[src/rtl/mem_stage_lsu_pkg.sv]
// Shared types and constants for the MEM-stage load/store unit.
package mem_stage_lsu_pkg;

  localparam int unsigned DATA_W = 32;
  localparam int unsigned BE_W   = DATA_W / 8;

  typedef logic [DATA_W-1:0] data_t;
  typedef logic [BE_W-1:0]   enable_t;
  typedef logic [2:0]        mem_size_t;

  // funct3 encodings of the access size
  localparam mem_size_t MEM_B  = 3'b000;
  localparam mem_size_t MEM_H  = 3'b001;
  localparam mem_size_t MEM_W  = 3'b010;
  localparam mem_size_t MEM_BU = 3'b100;
  localparam mem_size_t MEM_HU = 3'b101;

  // load_data_o value before the first completed load
  localparam data_t DATA_UNKNOWN = 32'hDEAD_DEAD;

  typedef enum logic [1:0] {
    IDLE = 2'd0,
    REQ  = 2'd1,
    WAIT = 2'd2,
    DONE = 2'd3
  } lsu_state_t;

endpackage

[src/rtl/lsu_align.sv]
// Byte-lane formatting for the LSU (purely combinational).
// Ports:
//   size_i, off_i         access size (funct3) and address bits [1:0]
//   wdata_i, rdata_i      raw store data and raw memory read word
//   be_c_o                byte enables
//   wdata_c_o             lane-replicated store data
//   rdata_c_o             shifted and sign/zero-extended load data
//   misaligned_c_o        access violates its natural alignment
module lsu_align
  import mem_stage_lsu_pkg::*;
(
  input  logic [2:0]  size_i,
  input  logic [1:0]  off_i,
  input  logic [31:0] wdata_i,
  input  logic [31:0] rdata_i,
  output logic [3:0]  be_c_o,
  output logic [31:0] wdata_c_o,
  output logic [31:0] rdata_c_o,
  output logic        misaligned_c_o
);

  data_t shifted;

  // Lane selection; unknown size codes behave like a word access.
  always_comb begin
    shifted        = rdata_i >> {off_i, 3'b000};
    be_c_o         = 4'b1111;
    wdata_c_o      = wdata_i;
    rdata_c_o      = shifted;
    misaligned_c_o = 1'b0;
    case (size_i)
      MEM_B, MEM_BU: begin
        be_c_o    = enable_t'(4'b0001 << off_i);
        wdata_c_o = {4{wdata_i[7:0]}};
        rdata_c_o = (size_i == MEM_B) ? {{24{shifted[7]}}, shifted[7:0]}
                                      : {24'd0, shifted[7:0]};
      end
      MEM_H, MEM_HU: begin
        be_c_o         = enable_t'(4'b0011 << {off_i[1], 1'b0});
        wdata_c_o      = {2{wdata_i[15:0]}};
        rdata_c_o      = (size_i == MEM_H) ? {{16{shifted[15]}}, shifted[15:0]}
                                           : {16'd0, shifted[15:0]};
        misaligned_c_o = off_i[0];
      end
      default: misaligned_c_o = |off_i;
    endcase
  end

endmodule

[src/rtl/mem_stage_lsu.sv]
// MEM-stage load/store unit: single-outstanding data-memory access with
// byte/half/word formatting and a stall toward the pipeline registers.
// Optional response watchdog enabled by defining LSU_TIMEOUT_EN.
// Ports:
//   ACLK, ARESET                      clock, synchronous active-high reset
//   alu_result_i, mem_read_c_i,
//   mem_write_c_i, mem_write_data_i,
//   mem_size_i                        EX/MEM access request
//   stall_c_o                         holds upstream pipeline registers
//   load_data_o, load_valid_o         formatted load result and its pulse
//   misalign_o                        pulse for a dropped misaligned access
//   dmem_*                            data-memory req/gnt/rvalid interface
//   timeout_o                         watchdog pulse (0 without the feature)
module mem_stage_lsu
  import mem_stage_lsu_pkg::*;
#(
  parameter int unsigned ADDR_W         = 32,
  parameter int unsigned TIMEOUT_CYCLES = 64
) (
  input  logic              ACLK,
  input  logic              ARESET,
  input  logic [31:0]       alu_result_i,
  input  logic              mem_read_c_i,
  input  logic              mem_write_c_i,
  input  logic [31:0]       mem_write_data_i,
  input  logic [2:0]        mem_size_i,
  output logic              stall_c_o,
  output logic [31:0]       load_data_o,
  output logic              load_valid_o,
  output logic              misalign_o,
  output logic              dmem_req_o,
  output logic              dmem_we_o,
  output logic [ADDR_W-1:0] dmem_addr_o,
  output logic [3:0]        dmem_be_o,
  output logic [31:0]       dmem_wdata_o,
  input  logic              dmem_gnt_i,
  input  logic              dmem_rvalid_i,
  input  logic [31:0]       dmem_rdata_i,
  output logic              timeout_o
);

  lsu_state_t        state_q, state_d;
  logic              req_q, req_d;
  logic              we_q, we_d;
  logic [ADDR_W-1:0] addr_q, addr_d;
  enable_t           be_q, be_d;
  data_t             wdata_q, wdata_d;
  mem_size_t         size_q, size_d;
  logic [1:0]        off_q, off_d;
  data_t             load_data_q, load_data_d;
  logic              load_valid_q, load_valid_d;
  logic              misalign_q, misalign_d;
  logic              timeout_q, timeout_d;
  logic              timeout_hit;

  mem_size_t         al_size;
  logic [1:0]        al_off;
  enable_t           al_be;
  data_t             al_wdata;
  data_t             al_rdata;
  logic              al_misaligned;

  // In IDLE the aligner formats the incoming request; later it formats the
  // response using the captured size and offset.
  assign al_size = (state_q == IDLE) ? mem_size_i : size_q;
  assign al_off  = (state_q == IDLE) ? alu_result_i[1:0] : off_q;

  lsu_align u_align (
    .size_i         (al_size),
    .off_i          (al_off),
    .wdata_i        (mem_write_data_i),
    .rdata_i        (dmem_rdata_i),
    .be_c_o         (al_be),
    .wdata_c_o      (al_wdata),
    .rdata_c_o      (al_rdata),
    .misaligned_c_o (al_misaligned)
  );

`ifdef LSU_TIMEOUT_EN
  logic [31:0] cnt_q, cnt_d;

  // Cleared while idle (so it starts at 0 on REQ entry), counts in REQ/WAIT.
  always_comb begin
    cnt_d = cnt_q;
    if (state_q == IDLE) begin
      cnt_d = '0;
    end else if (state_q == REQ || state_q == WAIT) begin
      cnt_d = cnt_q + 32'd1;
    end
  end

  assign timeout_hit = (state_q == REQ || state_q == WAIT) &&
                       (cnt_q == 32'(TIMEOUT_CYCLES - 1));

  always_ff @(posedge ACLK) begin
    if (ARESET) cnt_q <= '0;
    else        cnt_q <= cnt_d;
  end
`else
  // TIMEOUT_CYCLES only matters when the watchdog is built in.
  logic unused_timeout_cycles;
  assign unused_timeout_cycles = ^32'(TIMEOUT_CYCLES);
  assign timeout_hit = 1'b0;
`endif

  // Next-state, capture and stall logic.
  always_comb begin
    state_d      = state_q;
    req_d        = req_q;
    we_d         = we_q;
    addr_d       = addr_q;
    be_d         = be_q;
    wdata_d      = wdata_q;
    size_d       = size_q;
    off_d        = off_q;
    load_data_d  = load_data_q;
    load_valid_d = 1'b0;
    misalign_d   = 1'b0;
    timeout_d    = 1'b0;
    stall_c_o    = 1'b0;
    case (state_q)
      IDLE: begin
        if (mem_read_c_i || mem_write_c_i) begin
          if (al_misaligned) begin
            misalign_d = 1'b1;
          end else begin
            stall_c_o = 1'b1;
            req_d     = 1'b1;
            we_d      = mem_write_c_i;
            addr_d    = {alu_result_i[ADDR_W-1:2], 2'b00};
            be_d      = al_be;
            wdata_d   = al_wdata;
            size_d    = mem_size_i;
            off_d     = alu_result_i[1:0];
            state_d   = REQ;
          end
        end
      end
      REQ: begin
        stall_c_o = 1'b1;
        if (dmem_gnt_i) begin
          req_d   = 1'b0;
          state_d = we_q ? DONE : WAIT;
        end else if (timeout_hit) begin
          req_d       = 1'b0;
          timeout_d   = 1'b1;
          load_data_d = '0;
          state_d     = DONE;
        end
      end
      WAIT: begin
        stall_c_o = 1'b1;
        if (dmem_rvalid_i) begin
          load_data_d  = al_rdata;
          load_valid_d = 1'b1;
          state_d      = DONE;
        end else if (timeout_hit) begin
          timeout_d   = 1'b1;
          load_data_d = '0;
          state_d     = DONE;
        end
      end
      DONE:    state_d = IDLE;
      default: state_d = IDLE;
    endcase
  end

  always_ff @(posedge ACLK) begin
    if (ARESET) begin
      state_q      <= IDLE;
      req_q        <= 1'b0;
      we_q         <= 1'b0;
      addr_q       <= '0;
      be_q         <= '0;
      wdata_q      <= '0;
      size_q       <= '0;
      off_q        <= '0;
      load_data_q  <= DATA_UNKNOWN;
      load_valid_q <= 1'b0;
      misalign_q   <= 1'b0;
      timeout_q    <= 1'b0;
    end else begin
      state_q      <= state_d;
      req_q        <= req_d;
      we_q         <= we_d;
      addr_q       <= addr_d;
      be_q         <= be_d;
      wdata_q      <= wdata_d;
      size_q       <= size_d;
      off_q        <= off_d;
      load_data_q  <= load_data_d;
      load_valid_q <= load_valid_d;
      misalign_q   <= misalign_d;
      timeout_q    <= timeout_d;
    end
  end

  assign dmem_req_o   = req_q;
  assign dmem_we_o    = we_q;
  assign dmem_addr_o  = addr_q;
  assign dmem_be_o    = be_q;
  assign dmem_wdata_o = wdata_q;
  assign load_data_o  = load_data_q;
  assign load_valid_o = load_valid_q;
  assign misalign_o   = misalign_q;
  assign timeout_o    = timeout_q;

endmodule

[config.mk]
export PLATFORM = sky130hd
export DESIGN_NAME = mem_stage_lsu
export DESIGN_NICKNAME = d
export VERILOG_FILES = /design/src/rtl/mem_stage_lsu_pkg.sv /design/src/rtl/lsu_align.sv /design/src/rtl/mem_stage_lsu.sv
export SDC_FILE = /design/constraint.sdc
export NUM_CORES = 1
export LEC_CHECK = 0
export ABC_CLOCK_PERIOD_IN_PS = 3950
export CORE_MARGIN = 4
export CORE_UTILIZATION = 35
export CTS_CLUSTER_SIZE = 14
export DETAILED_ROUTE_END_ITERATION = 12
export GPL_TIMING_DRIVEN = 0
export PLACE_DENSITY = 0.64
export SYNTH_ARGS = -nofsm -noshare
export SYNTH_HDL_FRONTEND = slang
export SYNTH_SLANG_ARGS = --single-unit
[constraint.sdc]
create_clock -name ACLK -period 3.95 [get_ports ACLK]
set_clock_uncertainty 0.2 [all_clocks]
set_input_delay 0.79 -clock ACLK [delete_from_list [all_inputs] [get_ports ACLK]]
set_output_delay 0.79 -clock ACLK [all_outputs]
set_load 0.01 [all_outputs]
==> results.md, run 1 <==
* Final Hold Fails at 0
* Skew-Pair Late Insertion Delay at 0.35 ns
* DR WL/cell at 17.2 um
* CTS buffer count at 9
* Multi-input gate area at 2520 um^2
* Run status: finished clean
* First-pass GRT wire length at 26900 um
* Worst slew pin tran at 0.895 ns
* Final WL at 17000 um
* P&R area growth vs syn at 54.6%
* Place WS at -0.541 ns
* Vias/cell at 5.09
* Initial antenna violation count at 1
* Overflow after GRT at 0
* Max IR drop VDD at 0.330 mV
* Layout cell share with drive strength beyond 1 at 5.06%
* Critical path startpoint: alu_result_i[0]
* Worst Slack Setup Final at 0.168 ns
* Initial Util at 36.4%
* TNS Setup at 0 ns
* Worst Path Buf+Inv at 3
* R2R Path End: load_data_o[25]
* Post-synth EDFFs at 0
* Cell Pwr Density at 740 nW/um^2
* Leakage at 2.94 nW
* Gate count of the mapped netlist at 584
* Via count at 5022
* Hold Path Sink: load_data_o[4]
* Commonest non-fill, non-tap cell in the layout: clkdlybuf4s50_1
* Dpl hpwl at 13600 um
* Commonest non-fill, non-tap cells in the layout: 207 x clkdlybuf4s50_1, 120 x nor2_1, 108 x dfxtp_1
* CP arrival at 2.79 ns
* Critical path's most frequent cell: nor2_1
* Worst Hold Launch: load_data_o[4]
* Slowest stage cell on the critical path: clkdlybuf4s50_1
* Max Fclk at 264 MHz
* DIE AREA at 15900 um^2
* Overall Global Routing Usage at 21.0%
* WP data required at 2.96 ns
* Clock sinks at 109
* Reg2reg path depth at 9
* Filler instances at 1278
* Critical path class: in -> out
* Max-Cap Viols at 0
* Antenna-violating nets left at 0
* Vias in the first global route at 5054
* Residual DRC at 0
* Initial drt markers at 310
* Die H at 126 um
* Top_reg_cell synth: dfxtp_1
* Top Family by Delay on Critical Path: buffers and inverters
* DRT Pass-1 Iters at 5
* Distinct cells, synth at 43
* Htree depth at 3
* Sequential area share after synthesis at 44.6%
* Final net count at 914
* Row count at 42
* CTS tree: done
* Crit-path max FO at 8
* Number of synthesis warnings at 0
* Startpoint Class: input port
* Syn Area/Cell at 8.39 um^2
* Critical-path cell list: clkdlybuf4s50_1 > nor3b_1 > nor2_1 > a21oi_2 > buf_6 > nor2_1 > nor2_1 > clkdlybuf4s50_1
* Die X-Extent at 126 um
* Slew Viols, Final at 0
* Worst Hold Class: reg -> reg
* Post-DP Area at 7200 um^2
* Fin crit period at 3.78 ns
* Final period util at 95.7%
* Worst hold path stage count at 2
* Max-Slew Margin vs Limit at 40.1%
* Largest net degree at the start of global routing at 19
* Setup slack, reg-to-reg at 0.79 ns
* CTS root buffer: clkbuf_16
* Max incr delay on CP at 0.54 ns
* I/O pin cnt at 211
* Final instance area at 7570 um^2
* GPL Wtd Cong at 0.827
* Reg2reg start: state_q[1]
* # port buffers at 207
* # setup viols final at 0
* Register area at 2180 um^2
* Post-synthesis cell area at 4900 um^2
* Worst setup EP type: primary output
* Setup repair after global routing missed its margin: no
* Clock transition at path regs at 0.07 ns
* Clock buffer depth at 2
* Yosys reg bits at 109
* CORE AREA at 13500 um^2
* Async set-reset flop share out of synthesis at 0%
## cell type report
cell class | count | share of cell area, %
clock inverters | 6 | 1.44
inverters | 7 | 0.347
plain buffers | 40 | 2.61
repair buffers | 209 | 27.6
flip-flops and latches | 109 | 28.8
multi-input cells | 429 | 33.2
clock buffers | 10 | 3.02
diodes | 1 | 0.0331
well taps | 176 | 2.91
## registers in the layout (all words and copies together), names as in the netlist
name	flops
dmem_addr_o	30
dmem_be_o	4
dmem_req_o	1
dmem_wdata_o	32
dmem_we_o	1
load_data_o	32
load_valid_o	1
misalign_o	1
off_q	2
size_q	3
state_q	2
## worst reg2reg max path: stages (launching register included)
cell,delay (ns)
dfxtp_1,0.41
inv_1,0.09
ha_1,0.22
buf_4,0.18
buf_6,0.15
a21oi_1,0.64
a211oi_1,0.28
a2111oi_2,0.49
buf_2,0.29
a21oi_1,0.09
## routing by layer
metal	share of wire [%]	GRT usage, %	vias to the layer above
li1	-	-	2487
met1	44	27.3	2323
met2	47	35.0	190
met3	6.8	4.23	22
met4	2.0	6.69	0
met5	0	0	-
## worst max-delay path by stage
stage	endpoint	slack [ns]	cells past startpoint
2_1_floorplan	stall_c_o	0.77	11
3_3_place_gp	stall_c_o	-0.54	9
3_5_place_dp	stall_c_o	-0.54	9
4_1_cts	stall_c_o	0.11	11
5_1_grt	stall_c_o	0.02	8
6_report	stall_c_o	0.17	8
## synth_stat cells (2+ instances only)
master	number	area, um^2
nor2_1	120	450
dfxtp_1	109	2180
nand2_1	76	285
mux2i_1	57	571
a21oi_1	41	205
a211oi_1	28	210
clkbuf_1	26	97.6
o21ai_0	14	70.1
a311oi_1	11	96.3
a22oi_1	9	67.6
buf_2	9	45.0
inv_1	7	26.3
nand3_1	7	35.0
o2bb2ai_1	7	61.3
buf_4	6	45.0
nand2b_1	6	37.5
nor3_1	5	25.0
a211o_1	4	35.0
a21o_1	4	30.0
and3_1	4	25.0
ha_1	4	50.1
mux2_2	4	45.0
a221oi_1	2	17.5
nand3b_1	2	15.0
nor2b_1	2	12.5
nor3b_1	2	15.0
o21ai_1	2	10.0
## per-stage QoR
stage	hold WS (ns)	std cells	util, %	total power [mW]
final	0.267	987	56.3	5.60
after global routing	0.291	987	56.3	5.98
after CTS	0.271	986	56.2	5.63
after detailed placement	0.254	969	53.5	4.55
after global placement	0.248	969	53.5	4.49
after floorplan	0.276	586	-	3.32
## cells by family (layout without fill, tap and decap cells)
logic type,count (synthesis),after routing,synth area share [%]
multiplexers,61,61,12.6
adder cells (fa/ha/maj),4,4,1.02
other,1,4,0.0766
AO/OA/AOI/OAI,133,133,18.4
buffers and inverters,48,272,4.37
AND/OR/NAND/NOR,228,228,19.0
flip-flops,109,109,44.6
## where the power goes
group / switching [mW] / internal (mW) / total (mW)
clock network: 0.409 / 0.620 / 1.03
registers: 0.192 / 1.44 / 1.63
logic: 1.56 / 1.38 / 2.94
## timing repair
item | CTS | global route
cloned | 0 | 0
setup buffers | 2 | 0
pin swaps | 1 | 1
endpoints found under the setup margin | 1 | 1
resized for setup | 4 | 5
hold buffers | 0 | 0
Note: power is estimated with default switching activity, not from simulation.
==> run 2, diff against run 1 <==
- SLEW_MARGIN: default -> 0
==> results of run 2 <==
The final DEF is identical to that of run 1; final timing and power are the same.
==> run 3, diff against run 2 <==
- DONT_BUFFER_PORTS: default -> 1
- HOLD_SLACK_MARGIN: default -> 0.03
- PLACE_DENSITY: 0.64 -> 0.45
==> results.md, run 3 (synthesis gave the netlist of run 1 again) <==
* Run status: finished clean
* # setup viols final at 0
* DRT Pass-1 Iters at 6
* Initial antenna violation count at 0
* Clock transition at path regs at 0.08 ns
* Skew-Pair Late Insertion Delay at 0.35 ns
* Layout cell share with drive strength beyond 1 at 6.32%
* Final Hold Fails at 0
* Worst setup EP type: primary output
* CP arrival at 2.75 ns
* Residual DRC at 0
* P&R area growth vs syn at 10.3%
* First-pass GRT wire length at 24700 um
* CTS buffer count at 9
* Vias/cell at 5.48
* Setup repair after global routing missed its margin: no
* Clock sinks at 109
* Via count at 4255
* Max IR drop VDD at 0.349 mV
* Max-Cap Viols at 0
* Startpoint Class: flop
* Critical path class: reg -> out
* # port buffers at 0
* Largest net degree at the start of global routing at 20
* Slowest stage cell on the critical path: dfxtp_1
* Switching Fraction at 44.1%
* Leakage at 2.11 nW
* Logic gate share of total power at 42.4%
* Post-CTS Setup Bufs at 0
* Seq pwr share at 39.3%
* Filler instances at 1458
* Final WL at 16200 um
* Crit-path max FO at 19
* Sw Pwr at 2.07 mW
* Htree depth at 3
* Cts hold-fix bufs at 0
* DIE AREA at 15900 um^2
* Top Family by Delay on Critical Path: buffers and inverters
* Clock buffer depth at 2
* Overall Global Routing Usage at 19.6%
* Worst slew pin tran at 0.961 ns
* Row count at 42
* Non-filler cells, final at 777
* Post_cts resized at 2
* Initial drt markers at 267
* Vias in the first global route at 4228
* Final instance area at 5400 um^2
* DR WL/cell at 20.8 um
* TNS Setup at 0 ns
* Commonest non-fill, non-tap cell in the layout: nor2_1
* CTS tree: done
* Overflow after GRT at 0
* Max Fclk at 267 MHz
* Commonest non-fill, non-tap cells in the layout: 120 x nor2_1, 109 x dfxtp_1, 76 x nand2_1
* Max incr delay on CP at 0.35 ns
* Fin crit period at 3.74 ns
* Critical-path cell list: inv_1 > ha_1 > buf_2 > buf_2 > mux2i_1 > o211ai_1 > a21oi_2 > buf_4 > nor2_1 > nor2_1
* ANT cells at 0
* Final period util at 94.7%
* Die X-Extent at 126 um
* Max-Slew Margin vs Limit at 35.6%
* Final net count at 705
* Slew Viols, Final at 0
* I/O pin cnt at 211
* Utilization after layout at 40.1%
* CTS root buffer: clkbuf_16
* Die H at 126 um
* Antenna-violating nets left at 0
* Worst Hold Class: reg -> reg
* Cell Pwr Density at 871 nW/um^2
* WP data required at 2.96 ns
* Placed insts at 762
* Worst Path Buf+Inv at 4
* Post-DP Area at 5120 um^2
* Internal power of the cells at 2.63 mW
* Clk pwr share at 18.3%
* CORE AREA at 13500 um^2
* Dpl hpwl at 12900 um
* Initial Util at 36.4%
* GPL Wtd Cong at 0.819
## run 3: cell count changes in the layout (fill, tap and decap cells not counted), sizes merged
cell / delta
diode: -1
clkbuf: -1
clkdlybuf4s50: -207
inv: +1
buf: -2
clkinv: +2
bufinv: -3
clkinvlp: +1
## run 3: final cells by class
cell class	count	area (um^2)	share of cell area (%)
multi-input cells	429	2510	46.5
flip-flops and latches	109	2180	40.4
clock buffers	9	225	4.17
well taps	176	220	4.08
plain buffers	40	185	3.43
clock inverters	7	48.8	0.904
inverters	7	26.3	0.487
## run 3: path summary, 6_finish.rpt
kind | from | to | slack (ns) | depth (start not counted)
worst min register to register | load_data_o[6] | load_data_o[6] | 0.31 | 2
worst max register to register | state_q[0] | load_data_o[19] | 0.66 | 9
worst min-delay path | load_data_o[6] | load_data_o[6] | 0.31 | 2
worst max-delay path | state_q[1] | stall_c_o | 0.21 | 10
## run 3: power by group through the flow
stage               logic [mW]  clock network (mW)  registers (mW)
finish                    1.99               0.862            1.85
global route              2.21               0.936            1.90
CTS                       2.00               0.889            1.86
detailed placement        2.00                   0            1.89
global placement          1.97                   0            1.88
floorplan                 1.55                   0            1.77
## run 3: per-stage QoR
stage          power (mW)  hold WS (ns)  worst slack [ns]
2_1_floorplan        3.32         0.276             0.767
3_3_place_gp         3.85         0.303             0.195
3_5_place_dp         3.89         0.309             0.164
4_1_cts              4.75         0.300             0.186
5_1_grt              5.04         0.306            0.0319
6_report             4.70         0.312             0.211
## run 3: tightest hold or removal path: stages, from the launching register on
cell	delay, ns
dfxtp_1	0.35
nand2_1	0.07
a21oi_1	0.05
## run 3: per-layer routing
metal	up-vias	part of all wire, %	track usage (%)
met4	0	2.4	7.38
met2	188	46	31.5
met1	1980	42	24.2
li1	2064	-	-
met5	-	0	0
met3	23	10	6.90
==> RTL edit: new RTL, config.mk and constraints of run 2 <==
Add a define of `LSU_TIMEOUT_EN`.
--- a/src/rtl/mem_stage_lsu.sv
+++ b/src/rtl/mem_stage_lsu.sv
@@ -13,2 +13,4 @@
 //   timeout_o                         watchdog pulse (0 without the feature)
+`define LSU_TIMEOUT_EN
+
 module mem_stage_lsu
Check against the original RTL: same outputs for any inputs over 4 cycles, from zero or initial values and one cycle with ARESET high; that may be too few to reach the edited logic, so the function may still have changed.
==> RTL edit against run 2 <==
Setup slack lost 0.037 ns; largest cell class unchanged; power shrank 14%; design area grew 27%; register-to-register slack lost 0.03 ns; cell count grew 26%; critical path depth is the same; largest power group is now sequential cells; wire length grew 31%; sequential share of layout area grew 0.69 points; synthesized area grew 36%; sequential cell count grew 33; critical endpoint unchanged; via count grew 31%.
==> RTL edit: results (changes against run 2) <==
----------------------------------------------------
[Outcome]
  Status ... finished, final reports clean

[Critical path]
  Largest delay share family, worst path ... buffers and inverters
  CP max FO ... 4 (-4)
  Slowest Stage Delay on Critical Path ... 0.58 ns (+0.04 ns)
  Arrival time of data at the critical path endpoint ... 2.83 ns (+0.04 ns)
  Standard cell with the maximum stage delay on the critical path ... sky130_fd_sc_hd__clkdlybuf4s50_1

[GRT]
  Number of global-route vias before repair ... 6414 (+27%)
  Antenna violations before repair ... 0 (-1)
  Pin count of the biggest net entering global routing ... 19 (unchanged)
  Overall track demand over capacity in global routing ... 20.4% (-0.56 points)
  Global-route wire length before repair ... 34900 um (+30%)

[Yosys]
  Distinct cells, synth ... 62 (+44%)
  Most area-consuming cells after synthesis ... sky130_fd_sc_hd__dfxtp_1 43%, sky130_fd_sc_hd__nand2_1 7.9%, sky130_fd_sc_hd__mux2i_1 5.7%
  Adder-cell share of the synthesized area ... 0.941% (-0.081 points)
  Seq/Total Area, Yosys ... 42.8% (-1.8 points)
  Fraction of synthesized area in multiplexers ... 8.24% (-4.3 points)
  Synthesized-area fraction occupied by ao, oa, aoi and oai cells ... 21.3% (+2.9 points)
  Leading cell types by count after synthesis ... 142 x sky130_fd_sc_hd__dfxtp_1, 140 x sky130_fd_sc_hd__nand2_1, 66 x sky130_fd_sc_hd__a21oi_1, 66 x sky130_fd_sc_hd__nor2_1, 38 x sky130_fd_sc_hd__mux2i_1
  Async set or reset register ratio after synthesis ... 0% (unchanged)
  Post-Synth XOR/XNOR Area ... 2.77% (+2.8 points)
  Synthesized instance count ... 770 (+32%)

[Placement]
  Number of buffers inserted by port buffering ... 206 (-0.48%)
  HPWL Detailed ... 16700 um (+23%)
  Post-placement cell count ... 1211 (+25%)
  Worst setup timing slack at the placement stage ... -0.806 ns (-0.265 ns)
  Routability congestion estimate ... 0.870 (+5.3%)

[Clock tree]
  Post-CTS clock slew at the launch and capture registers of the worst setup and hold paths ... 0.06 ns
  CTS resizes ... 7 (+3)
  Worst-skew pair later-pin latency ... 0.42 ns (+0.07 ns)
  Clock Root Buffer ... sky130_fd_sc_hd__clkbuf_16
  Setup bufs post-CTS ... 4 (+2)
  Num CTS Buffers ... 17 (+8)
  Number of H-tree levels ... 4 (+1)

[Pwr]
  Worst supply voltage drop on vdd ... 0.000312 V (-5.4%)
  Cell leakage power ... 3.65 nW (+24%)
  Internal ... 3.21 mW (-6.7%)

[Drt]
  Routed WL per cell ... 17.9 um (+4.2%)
  Drt first-iter violations ... 372 (+20%)
  Number of iterations in the first detailed-routing pass ... 4 (-1)
  Total wire length ... 22300 um (+31%)
  Detailed-route via count ... 6564 (+31%)

[Timing]
  Normalized max-slew margin ... 18.1% (-22 points)

[Layout]
  Net count, final ... 1108 (+21%)
  Diodes inserted ... 0 (-1)
  Number of filler cells placed in the layout ... 1761 (+38%)
  Layout cell share with drive strength beyond 1 ... 7.91% (+2.9 points)

[Hold path]
  Worst hold path type ... reg2reg

----------------------------------------------------
-- RTL edit: cell types whose count changed after synthesis, sizes merged, moves of 9 or more --
cell	delta
a211oi	-11
a21oi	+25
a221o	+28
buf	+10
dfxtp	+33
mux2	+9
mux2i	-18
nand2	+64
nand4	+12
nor2	-54
o221ai	+10
xnor2	+10
xor2	+11
-- RTL edit: cells by family (layout without fill, tap and decap cells) --
kind of cell    Yosys count  count (layout)
compound gates          193             193
buf+inv                  66             306
other cells               1               2
simple gates            290             290
flops                   142             142
fa+ha+maj                 5               5
xor+xnor                 21              21
mux                      52              52
-- RTL edit: layer usage --
metal	vias to the layer above	GRT usage, %	share of wire (%)
li1	3263	-	-
met2	243	31.5	44
met3	36	7.41	8.3
met5	-	0	0
met4	0	7.17	2.2
met1	3022	26.4	45
-- RTL edit: cell type report --
| class | instances | share of cell area, % |
|---|---|---|
| multi-input cells | 563 | 36.7 |
| flip-flops and latches | 142 | 29.5 |
| repair buffers | 210 | 21.7 |
| clock buffers | 19 | 4.70 |
| well taps | 234 | 3.04 |
| plain buffers | 56 | 2.66 |
| clock inverters | 13 | 1.31 |
| inverters | 8 | 0.312 |
-- RTL edit: per-stage QoR --
stage / utilization, % / hold slack (ns) / setup TNS, ns / instance area, um^2
after floorplan: - / 0.249 / 0 / 6650
after global placement: 48.2 / 0.241 / -0.800 / 9010
final: 51.5 / 0.253 / 0 / 9630
after CTS: 51.5 / 0.254 / 0 / 9630
after global routing: 51.5 / 0.272 / 0 / 9630
after detailed placement: 48.2 / 0.246 / -0.806 / 9010
-- RTL edit: power groups by stage --
stage          Clock, mW  Sequential, mW  Combinational [mW]
2_1_floorplan          0            1.74               0.839
3_3_place_gp           0            1.69                1.56
3_5_place_dp           0            1.70                1.56
4_1_cts             1.60            1.67                1.59
5_1_grt             1.67            1.69                1.74
6_report            1.57            1.67                1.59
-- RTL edit: worst reg2reg max path, cell delays in order, from the launching register on --
cell and delay [ns]:
sky130_fd_sc_hd__dfxtp_2 0.38, sky130_fd_sc_hd__inv_1 0.07, sky130_fd_sc_hd__ha_1 0.27, sky130_fd_sc_hd__buf_2 0.19, sky130_fd_sc_hd__and4_1 0.23, sky130_fd_sc_hd__and3_1 0.24
sky130_fd_sc_hd__nor3b_2 0.38, sky130_fd_sc_hd__o221ai_1 0.35, sky130_fd_sc_hd__clkbuf_1 0.35, sky130_fd_sc_hd__a221o_1 0.42
-- RTL edit: final timing paths --
kind,depth (start not counted),end,startpoint,slack [ns]
worst min register to register,2,dmem_addr_o[27],dmem_addr_o[27],0.25
worst min-delay path,2,dmem_addr_o[27],dmem_addr_o[27],0.25
worst max-delay path,8,stall_c_o,mem_write_c_i,0.13
worst max register to register,9,load_data_o[30],state_q[0],0.76
